$ cat config.mk
export PLATFORM = sky130hd
export DESIGN_NAME = spi_reg_master
export DESIGN_NICKNAME = d
export VERILOG_FILES = /design/src/rtl/spi_reg_master.sv
export SDC_FILE = /design/constraint.sdc
export NUM_CORES = 1
export LEC_CHECK = 0
export ABC_AREA = 1
export BUFFER_PORTS_ARGS = -buffer_cell sky130_fd_sc_hd__buf_4
export CORE_UTILIZATION = 50
export DETAILED_ROUTE_END_ITERATION = 7
export PLACE_DENSITY_LB_ADDON = 0.25
export SLEW_MARGIN = 20
export SYNTH_ARGS = -nofsm -noshare
export SYNTH_HDL_FRONTEND = slang
export SYNTH_SLANG_ARGS = --single-unit
$ cat constraint.sdc
create_clock -name clk -period 2.4 [get_ports clk]
set_input_delay 0.48 -clock clk [delete_from_list [all_inputs] [get_ports clk]]
set_output_delay 0.48 -clock clk [all_outputs]
set_load 0.005 [all_outputs]
$ cat src/rtl/spi_reg_master.sv
// SPI mode-0 register master: one {rw,addr[6:0]} byte then one data byte, MSB first.
// Command accepted on valid/ready; rsp_valid pulses once as cs_n deasserts.
//
// state | meaning
// IDLE  | cmd_ready high, waiting for a command
// SETUP | cs_n low, rw bit on mosi, first half-period before sclk rises
// SHIFT | 16 sclk periods; miso sampled on rise, mosi advanced on fall
// HOLD  | sclk low, cs_n still low for one half-period
// GAP   | cs_n high for the minimum deassert time before cmd_ready returns
module spi_reg_master #(
  parameter int CLK_DIV = 4
) (
  input  logic       clk,
  input  logic       reset_n,
  input  logic       cmd_valid,
  output logic       cmd_ready,
  input  logic       cmd_rw,
  input  logic [6:0] cmd_addr,
  input  logic [7:0] cmd_wdata,
  output logic       rsp_valid,
  output logic [7:0] rsp_rdata,
  output logic       busy,
  output logic       sclk,
  output logic       cs_n,
  output logic       mosi,
  input  logic       miso
);

  localparam int              DIV_W    = (CLK_DIV > 1) ? $clog2(CLK_DIV) : 1;
  localparam logic [DIV_W-1:0] DIV_LOAD = DIV_W'(CLK_DIV - 1);
  localparam logic [4:0]      LAST_BIT = 5'd15;
  localparam logic [4:0]      BIT_DONE = 5'd16;

  typedef enum logic [2:0] {IDLE, SETUP, SHIFT, HOLD, GAP} state_t;

  state_t           r_state, w_state_nxt;
  logic [DIV_W-1:0] r_div, w_div_nxt;
  logic [4:0]       r_bit, w_bit_nxt;
  logic [15:0]      r_shift, w_shift_nxt;
  logic [7:0]       r_rx, w_rx_nxt;
  logic [7:0]       r_rdata, w_rdata_nxt;
  logic             r_rw, w_rw_nxt;
  logic             r_sclk, w_sclk_nxt;
  logic             r_cs_n, w_cs_n_nxt;
  logic             r_ready, w_ready_nxt;
  logic             r_rsp, w_rsp_nxt;
  logic             w_div_tc;
  logic             w_accept;

  assign w_div_tc  = (r_div == '0);
  assign w_accept  = cmd_valid && r_ready;

  assign cmd_ready = r_ready;
  assign busy      = ~r_ready;
  assign sclk      = r_sclk;
  assign cs_n      = r_cs_n;
  // Zeros fill the shift register from the right, so mosi is 0 outside the frame.
  assign mosi      = r_shift[15];
  assign rsp_valid = r_rsp;
  assign rsp_rdata = r_rdata;

  always_ff @(posedge clk or negedge reset_n) begin
    if (!reset_n) begin
      r_state <= IDLE;
      r_div   <= DIV_LOAD;
      r_bit   <= '0;
      r_shift <= '0;
      r_rx    <= '0;
      r_rdata <= '0;
      r_rw    <= 1'b0;
      r_sclk  <= 1'b0;
      r_cs_n  <= 1'b1;
      r_ready <= 1'b1;
      r_rsp   <= 1'b0;
    end else begin
      r_state <= w_state_nxt;
      r_div   <= w_div_nxt;
      r_bit   <= w_bit_nxt;
      r_shift <= w_shift_nxt;
      r_rx    <= w_rx_nxt;
      r_rdata <= w_rdata_nxt;
      r_rw    <= w_rw_nxt;
      r_sclk  <= w_sclk_nxt;
      r_cs_n  <= w_cs_n_nxt;
      r_ready <= w_ready_nxt;
      r_rsp   <= w_rsp_nxt;
    end
  end

  always_comb begin
    w_state_nxt = r_state;
    w_div_nxt   = w_div_tc ? DIV_LOAD : r_div - 1'b1;
    w_bit_nxt   = r_bit;
    w_shift_nxt = r_shift;
    w_rx_nxt    = r_rx;
    w_rdata_nxt = r_rdata;
    w_rw_nxt    = r_rw;
    w_sclk_nxt  = r_sclk;
    w_cs_n_nxt  = r_cs_n;
    w_ready_nxt = r_ready;
    w_rsp_nxt   = 1'b0;

    case (r_state)
      IDLE: begin
        w_div_nxt = DIV_LOAD;
        if (w_accept) begin
          // Read frames send a zero data byte regardless of cmd_wdata.
          w_shift_nxt = {cmd_rw, cmd_addr, cmd_rw ? 8'h00 : cmd_wdata};
          w_rw_nxt    = cmd_rw;
          w_cs_n_nxt  = 1'b0;
          w_ready_nxt = 1'b0;
          w_state_nxt = SETUP;
        end
      end
      SETUP: begin
        if (w_div_tc) begin
          w_sclk_nxt  = 1'b1;
          w_rx_nxt    = {r_rx[6:0], miso};
          w_bit_nxt   = '0;
          w_state_nxt = SHIFT;
        end
      end
      SHIFT: begin
        if (w_div_tc) begin
          if (r_sclk) begin
            w_sclk_nxt  = 1'b0;
            w_shift_nxt = {r_shift[14:0], 1'b0};
            if (r_bit == LAST_BIT) begin
              w_bit_nxt   = BIT_DONE;
              w_state_nxt = HOLD;
            end else begin
              w_bit_nxt = r_bit + 1'b1;
            end
          end else begin
            w_sclk_nxt = 1'b1;
            w_rx_nxt   = {r_rx[6:0], miso};
          end
        end
      end
      HOLD: begin
        if (w_div_tc) begin
          w_cs_n_nxt  = 1'b1;
          w_rsp_nxt   = 1'b1;
          if (r_rw) w_rdata_nxt = r_rx;
          w_state_nxt = GAP;
        end
      end
      GAP: begin
        if (w_div_tc) begin
          w_ready_nxt = 1'b1;
          w_state_nxt = IDLE;
        end
      end
      default: w_state_nxt = IDLE;
    endcase
  end

endmodule

==> flow_metrics.tcl, run 1 <==
set metrics [dict create \
    remaining_drc_errors 0 \
    drive_above_1_share_pct 25.0 \
    syn_area_sq_mm 0.00234 \
    h-tree-depth 2 \
    layout_commonest_cell "nand2_1" \
    cts.sinks 47 \
    max_stage_delay_ps 450 \
    grt_first_pass_wirelength_mm 7.64 \
    synth_cells 276 \
    slew_headroom_pct 61.4 \
    timing.setup.tns_ps 0 \
    rows 24 \
    worstPathCellList "nor2_4 > nand2_4 > nand2_2 > nand2_2 > nor2_4 > nand2_1 > o21ai_2" \
    crit_path_end_kind "flop" \
    outcome "finished clean" \
    cp_num_buf_inv 0 \
    track_usage_pct 20.0 \
    syn_nets 299 \
    min_period_ps 1870 \
    ir_drop_uv 541 \
    cts.hold.buffers_added 0 \
    skew_ps 7.80 \
    worst_r2r_startpoint "r_state[2]" \
    vias_per_cell 4.96 \
    crit_type "flop to flop" \
    synth_warnings 0 \
    drv_cap 0 \
    synth.avg_cell_area_sq_um 8.46 \
    rsz0062_at_grt "no" \
    coreArea_sq_mm 0.00441 \
    startpoint_type "flop" \
    critPathRequiredTime_ps 2640 \
    antenna_cells 0 \
    cts_setup_buffers 0 \
    hold_path_class "input port to asynchronous set/reset pin" \
    p_per_area_mw_per_mm2 1120 \
    fmax_mhz 534 \
    vias 1784 \
    worst_slew_pin_slew_ps 579 \
    io_pins 34 \
    drtIter0Drc 115 \
    fin_hold_ws_ps 164 \
    yosysUniqueCellTypes 28 \
    start_util_pct 52.9 \
    hold_viol_final 0 \
    ant_nets 0 \
    port_buffers 33 \
    antenna_found_initial 0 \
    die_h_um 70.4 \
    area_growth_pct 15.6 \
    dieArea_sq_mm 0.00495 \
    r2r_cells 7 \
    report.final.slew_viol_count 0 \
    seq_area_frac_synth_pct 50.6 \
    r2r_slack_ps 530 \
    grt_pass1_vias 1678 \
    gp_congestion 0.790 \
    cts_tree "done" \
    dr.pass1.iters 4 \
    dp_hpwl_mm 2.87 \
    finalWirelength_mm 4.30 \
    crit_slowest_cell "dfrtp_1" \
    arrival_ps 2110 \
    synth.ff_latch_count 47 \
    grt-ovfl-total 0 \
    clkSlewWorstSetupHoldPaths_ps 90 \
    die_w_um 70.4 \
    cts_root_buffer "clkbuf_8" \
    crit_family "simple AND/OR/NAND/NOR gates" \
    clk_latency_ps 310 \
    cts_buffers 5 \
    leakagePower_nw 1.43 \
    min_period_over_period_pct 78.0 \
    grt_max_degree 48 \
    fin_nets 330 \
    crit_fanout 20 \
    clock_path_buffers 2 \
    final_cell_mix "nand2_1, dfrtp_1, buf_4, inv_1, nand3_1" \
    routedWlPerCell_um 11.9 \
    setup-violations-final 0 \
    timing.rr.end "r_rx[3]" \
    post_cts_resized 0 \
]
## area by class of cell
cell class	instances	area, sq um
tap	52	65.1
sequential	47	1180
multi-input combinational	197	982
fill	394	1710
clock inverter	3	67.6
inverter	23	88.8
clock buffer	5	68.8
timing repair buffer	33	248
## layer usage
metal | global-route usage (%) | share of wire [%]
met3 | 6.20 | 5.4
met5 | 0 | 0
met1 | 27.5 | 49
met2 | 30.1 | 44
met4 | 6.67 | 1.4
## cell usage after synthesis
master | count | area, sq um
dfrtp_1 | 43 | 1080
nor2_1 | 8 | 30.0
nand4_2 | 1 | 12.5
or2_2 | 2 | 12.5
nand2_4 | 1 | 11.3
a21boi_0 | 1 | 7.51
dfstp_2 | 4 | 105
buf_8 | 1 | 15.0
nand3b_1 | 1 | 7.51
clkinv_1 | 1 | 3.75
o21ai_2 | 16 | 140
nor2_8 | 1 | 20.0
nand4_1 | 2 | 12.5
buf_6 | 3 | 33.8
o21ai_0 | 6 | 30.0
buf_4 | 4 | 30.0
o21ai_1 | 1 | 5.00
inv_1 | 21 | 78.8
ha_1 | 3 | 37.5
nand3_1 | 20 | 100
o22ai_1 | 1 | 6.26
xor2_1 | 1 | 8.76
buf_2 | 1 | 5.00
nor2_2 | 1 | 6.26
inv_4 | 1 | 6.26
nand2_1 | 122 | 458
nor2_4 | 4 | 45.0
nand2_2 | 5 | 31.3
## where the power goes
group	switching, mW	internal, mW	total, mW
registers	0.156	1.05	1.20
clock network	0.275	0.415	0.690
logic	0.741	0.381	1.12
## state kept, by name, summed over array words and instances (netlist names), 2 cells and up
name	count
r_shift	16
r_rx	8
rsp_rdata	8
r_bit	5
r_state	3
r_div	2
## how the worst max path moves through the flow
| stage | cells past startpoint | from | slack [ps] | to |
|---|---|---|---|---|
| 5_1_grt | 7 | r_state[2] | 340 | r_rx[3] |
| 6_report | 7 | r_state[2] | 530 | r_rx[3] |
| 2_1_floorplan | 10 | r_div[0] | 720 | r_shift[4] |
| 3_5_place_dp | 7 | r_state[2] | 550 | r_rx[4] |
| 3_3_place_gp | 7 | r_state[2] | 590 | r_rx[3] |
| 4_1_cts | 7 | r_state[2] | 530 | r_rx[3] |
## kinds of logic after synthesis
logic type               count (synthesis)  share of synthesized area (%)
AND/OR/NAND/NOR                        168                           32.0
adder cells (fa/ha/maj)                  3                           1.61
XOR/XNOR                                 1                          0.375
AO/OA/AOI/OAI                           25                           8.09
flip-flops                              47                           50.6
buffers and inverters                   32                           7.39
## metrics by stage
stage | cell area, sq um | setup slack, ps | std cells | util [%] | power, mW
after floorplan | 2340 | 725 | 276 | - | 2.12
after global placement | 2560 | 588 | 352 | 58.1 | 2.31
after detailed placement | 2560 | 552 | 352 | 58.1 | 2.34
after CTS | 2700 | 528 | 360 | 61.2 | 3.04
after global routing | 2700 | 343 | 360 | 61.2 | 3.26
final | 2700 | 527 | 360 | 61.2 | 3.02
Power figures use the tool's default switching activity.
==> run 2: changes to the inputs <==
Clock period 2.4 ns to 1.6 ns, I/O delays scaled along.
==> run 2 against run 1 <==
Effect of this change:
- power grew 54%
- sequential share of layout area fell by 2.2 points
- largest power group is now combinational cells
- critical endpoint is now r_state[1]
- via count up 4.0%
- setup slack lost 500 ps
- combinational power up 87%
- largest cell class unchanged
- wire length grew 3.2%
- core utilization is 3.3 points higher
==> flow_metrics.tcl, run 2 (synthesis results as in run 1) <==
set metrics [dict create \
    final_util_pct 64.5 \
    grt_first_pass_wirelength_mm 7.72 \
    min_period_over_period_pct 98.4 \
    layout_commonest_cell "nand2_1" \
    worst_slack_ps 26.2 \
    track_usage_pct 19.7 \
    remaining_drc_errors 0 \
    worst_slew_pin_slew_ps 575 \
    largest_reg_flops 16 \
    crit_slowest_cell "dfrtp_1" \
    cp_num_buf_inv 1 \
    cts.sinks 47 \
    die_h_um 70.4 \
    crit_fanout 4 \
    dp_hpwl_mm 3.09 \
    fmax_mhz 635 \
    dr.pass1.iters 4 \
    slew_headroom_pct 61.7 \
    setup-violations-final 0 \
    report.final.slew_viol_count 0 \
    clkSlewWorstSetupHoldPaths_ps 80 \
    rsz0062_at_grt "yes" \
    max_stage_delay_ps 410 \
    hold_viol_final 0 \
    crit_type "flop to flop" \
    crit_family "simple AND/OR/NAND/NOR gates" \
    io_pins 34 \
    clk_latency_ps 300 \
    antenna_cells 0 \
    min_period_ps 1570 \
    p_per_area_mw_per_mm2 1630 \
    startpoint_type "flop" \
    internal_power_mw 2.82 \
    hold_path_class "input port to asynchronous set/reset pin" \
    switchingPower_mw 1.83 \
    gp_congestion 0.815 \
    rows 24 \
    drive_above_1_share_pct 32.2 \
    ir_drop_uv 972 \
    vias 1855 \
    port_buffers 33 \
    arrival_ps 1760 \
    critPathRequiredTime_ps 1790 \
    skew_ps 7.69 \
    fin_nets 345 \
    routedWlPerCell_um 11.8 \
    dieArea_sq_mm 0.00495 \
    drtIter0Drc 74 \
    grt_max_degree 48 \
    leakagePower_nw 1.50 \
    vias_per_cell 4.95 \
    power_frac_seq_pct 39.1 \
    top_register "r_shift" \
    grt-ovfl-total 0 \
    cts_root_buffer "clkbuf_8" \
    cts_buffers 5 \
    switching_share_pct 39.3 \
    pre_cts_ws_ps 14.0 \
    ant_nets 0 \
    cts_tree "done" \
    combPwrFrac_pct 44.9 \
    outcome "finished clean" \
    coreArea_sq_mm 0.00441 \
    start_util_pct 52.9 \
    cp_common_cell "nand2_1" \
    area_growth_pct 22.0 \
    finalWirelength_mm 4.44 \
    clock_path_buffers 2 \
    power_frac_clock_pct 16.0 \
    cts.hold.buffers_added 0 \
    grt_pass1_vias 1706 \
    die_w_um 70.4 \
    crit_path_end_kind "flop" \
    final_cell_mix "nand2_1, buf_4, dfrtp_1, inv_1, nand3_1" \
    worstPathCellList "ha_2 > nand2_2 > nor2_2 > ha_2 > inv_2 > nand3_2 > nand2_1 > nor2_2 > nand2_1 > nand2_1 > nand2_1" \
    drv_cap 0 \
    h-tree-depth 2 \
    antenna_found_initial 0 \
]
==> run 2: cell count changes in the layout (fill, tap and decap cells not counted), moves of 3 or more <==
cell / previous run / this run
buf_4: 33 / 45
buf_12: 0 / 3
ha_1: 3 / 0
ha_2: 0 / 3
nand3_1: 20 / 17
nand3_2: 0 / 3
==> run 2: path summary, 6_finish.rpt <==
path                              end  slack, ps  cells past startpoint  startpoint
setup / recovery           r_state[1]         30                     11    r_bit[0]
hold / removal             r_shift[1]          8                      1     reset_n
setup reg to reg           r_state[1]         30                     11    r_bit[0]
hold reg to reg              r_div[0]        470                      1    r_div[0]
max in group asynchronous  r_state[0]       1160                      1     reset_n
min in group clk              r_rx[0]        220                      3        miso
==> run 2: power by group through the flow <==
stage | Clock (mW) | Sequential (mW) | Combinational, mW
finish | 0.745 | 1.82 | 2.09
global route | 0.810 | 1.86 | 2.38
CTS | 0.767 | 1.81 | 1.89
detailed placement | 0 | 1.83 | 1.88
global placement | 0 | 1.82 | 1.84
floorplan | 0 | 1.76 | 1.43
==> run 2: cell type report <==
cell class | instances | area [sq um]
fill | 393 | 1570
multi-input combinational | 197 | 1020
clock buffer | 7 | 86.3
sequential | 47 | 1180
timing repair buffer | 48 | 398
inverter | 23 | 88.8
tap | 52 | 65.1
clock inverter | 1 | 8.76
==> run 2: per-stage QoR <==
step	area [sq um]	TNS [ps]	std cells	power, mW	hold WS [ps]
2_1_floorplan	2340	0	276	3.20	24.4
3_3_place_gp	2640	0	358	3.66	360
3_5_place_dp	2640	0	358	3.71	366
4_1_cts	2740	0	366	4.46	33.8
5_1_grt	2850	-228	375	5.05	59.8
6_report	2850	0	375	4.65	7.87
==> run 2: per-layer routing <==
metal | GRT usage, % | routed length, um | share of wire [%] | up-vias
met2 | 30.1 | 2100 | 47 | 37
met5 | 0 | 0 | 0 | -
li1 | - | - | - | 958
met3 | 4.47 | 181 | 4.1 | 7
met4 | 6.67 | 61 | 1.4 | 0
met1 | 27.7 | 2100 | 47 | 853
==> run 2: what timing repair did <==
action                                  CTS  global route
endpoints found under the setup margin    0            25
endpoints found under the hold margin     0             0
setup buffers                             0             9
resized for setup                         0            11
==> run 3: changes to the inputs <==
Settings changed: PLACE_DENSITY from default to 0.84, PLACE_DENSITY_LB_ADDON 0.25 to default.
==> run 3 against run 2 <==
Effect of this change:
- largest power group unchanged
- critical path type unchanged
- core utilization rose by 0.057 points
- critical endpoint unchanged
- combinational power barely moved
- setup slack improved by 47 ps
- die area did not move
- first-iteration DRC count rose by 76%
- global-route usage rose by 0.068 points
==> flow_metrics.tcl, run 3 (synthesis results as in run 1) <==
set metrics [dict create \
    placedInstanceArea_sq_mm 0.00265 \
    grt_pass1_vias 1830 \
    crit_type "flop to flop" \
    crit_slowest_cell "dfrtp_1" \
    ir_drop_uv 632 \
    vias_per_cell 5.07 \
    area_growth_pct 22.1 \
    final_cell_mix "nand2_1, buf_4, dfrtp_1, inv_1, nand3_1" \
    die_h_um 70.4 \
    cts_tree "done" \
    vias 1906 \
    dr.pass1.iters 4 \
    clkSlewWorstSetupHoldPaths_ps 90 \
    startpoint_type "flop" \
    gp_congestion 0.828 \
    crit_fanout 3 \
    drv_cap 0 \
    fmax_mhz 655 \
    rsz0062_at_grt "yes" \
    crit_path_end_kind "flop" \
    topRoutingLayerUsed "met4" \
    report.final.slew_viol_count 0 \
    cts.hold.buffers_added 0 \
    grt_max_degree 48 \
    wl_met2_mm 2.36 \
    m1WireLength_mm 2.03 \
    layout_commonest_cell "nand2_1" \
    worstPathCellList "ha_2 > nand2_2 > nor2_2 > ha_2 > inv_2 > nand3_2 > nand2_2 > nor2_4 > nand2_2 > nand2_2 > nand2_1" \
    port_buffers 33 \
    finalWirelength_mm 4.65 \
    routedWlPerCell_um 12.4 \
    arrival_ps 1720 \
    start_util_pct 52.9 \
    dieArea_sq_mm 0.00495 \
    h-tree-depth 2 \
    routed-wl-met3_um 185 \
    power_mw 4.62 \
    coreArea_sq_mm 0.00441 \
    max_stage_delay_ps 380 \
    clk_latency_ps 310 \
    cp_common_cell "nand2_2" \
    cts_buffers 5 \
    track_usage_pct 19.8 \
    skew_ps 11.6 \
    hold_viol_final 0 \
    io_pins 34 \
    antenna_cells 0 \
    min_period_over_period_pct 95.4 \
    remaining_drc_errors 0 \
    rows 24 \
    critPathRequiredTime_ps 1790 \
    fill_cells 372 \
    antenna_found_initial 0 \
    grt_first_pass_wirelength_mm 7.75 \
    worst_slew_pin_slew_ps 580 \
    slew_headroom_pct 61.3 \
    top_register "r_shift" \
    clock_path_buffers 2 \
    fin_area_sq_mm 0.00285 \
    setup-violations-final 0 \
    drive_above_1_share_pct 33.6 \
    p_per_area_mw_per_mm2 1620 \
    min_period_ps 1530 \
    cts_root_buffer "clkbuf_8" \
    dp_hpwl_mm 3.14 \
    die_w_um 70.4 \
    fin_nets 346 \
    largest_reg_flops 16 \
    cts.sinks 47 \
    leakagePower_nw 1.50 \
    drtIter0Drc 130 \
    grt-ovfl-total 0 \
    hold_path_class "input port to asynchronous set/reset pin" \
    outcome "finished clean" \
    ant_nets 0 \
]
## run 3: cell count changes in the layout (fill, tap and decap cells not counted), sizes merged
cell      before  now
clkinvlp       0    1
nor2          14   15
clkbuf         7    6
## run 3: timing repair
action,CTS,global route
cloned,0,1
setup buffers,6,2
resized for setup,8,6
pin swaps,6,8
setup endpoints to repair,2,16
## run 3: per-stage QoR
stage / std cells / util, % / TNS, ps / hold slack, ps / worst slack (ps)
floorplan: 276 / - / 0 / 24.4 / 13.6
global route: 376 / 64.6 / -29.6 / 62.8 / -21.2
CTS: 373 / 63.9 / 0 / 26.1 / 17.8
finish: 376 / 64.6 / 0 / 3.56 / 73.1
global placement: 359 / 60.0 / -9.33 / 360 / -7.20
detailed placement: 359 / 60.0 / -128 / 361 / -66.9
## run 3: layout make-up
cell class | count | area [sq um] | area share, %
repair buffers | 48 | 385 | 13.5
well taps | 52 | 65.1 | 2.28
clock buffers | 6 | 82.6 | 2.90
clock inverters | 2 | 16.3 | 0.570
multi-input cells | 198 | 1030 | 36.2
flip-flops and latches | 47 | 1180 | 41.5
inverters | 23 | 88.8 | 3.12
## run 3: where the power goes
group | switching [mW] | leakage, nW | total, mW | internal (mW)
Combinational | 1.25 | 0.840 | 2.06 | 0.811
Sequential | 0.233 | 0.609 | 1.81 | 1.58
Clock | 0.395 | 0.0474 | 0.747 | 0.352
Total | 1.88 | 1.50 | 4.62 | 2.74
## run 3: worst paths after layout
path / from / to / slack [ps] / cells after the start
max: r_bit[1] / r_state[1] / 70 / 11
min: reset_n / r_shift[3] / 4 / 1
max reg2reg: r_bit[1] / r_state[1] / 70 / 11
min reg2reg: r_div[0] / r_div[0] / 480 / 1
max in group asynchronous: reset_n / r_state[1] / 1170 / 1
min in group clk: miso / r_rx[0] / 220 / 3
## run 3: worst max-delay path: cells and delay by family (launching register included)
family | cells | cell delay [ps]
buffers and inverters | 1 | 50
flip-flops | 1 | 380
adder cells (fa/ha/maj) | 2 | 380
AND/OR/NAND/NOR | 8 | 600
## run 3: layer usage
layer  GRT usage, %  up-vias
met5              0        -
met4           8.00        0
li1               -      960
met1           25.1      894
met3           4.18        9
met2           32.8       43
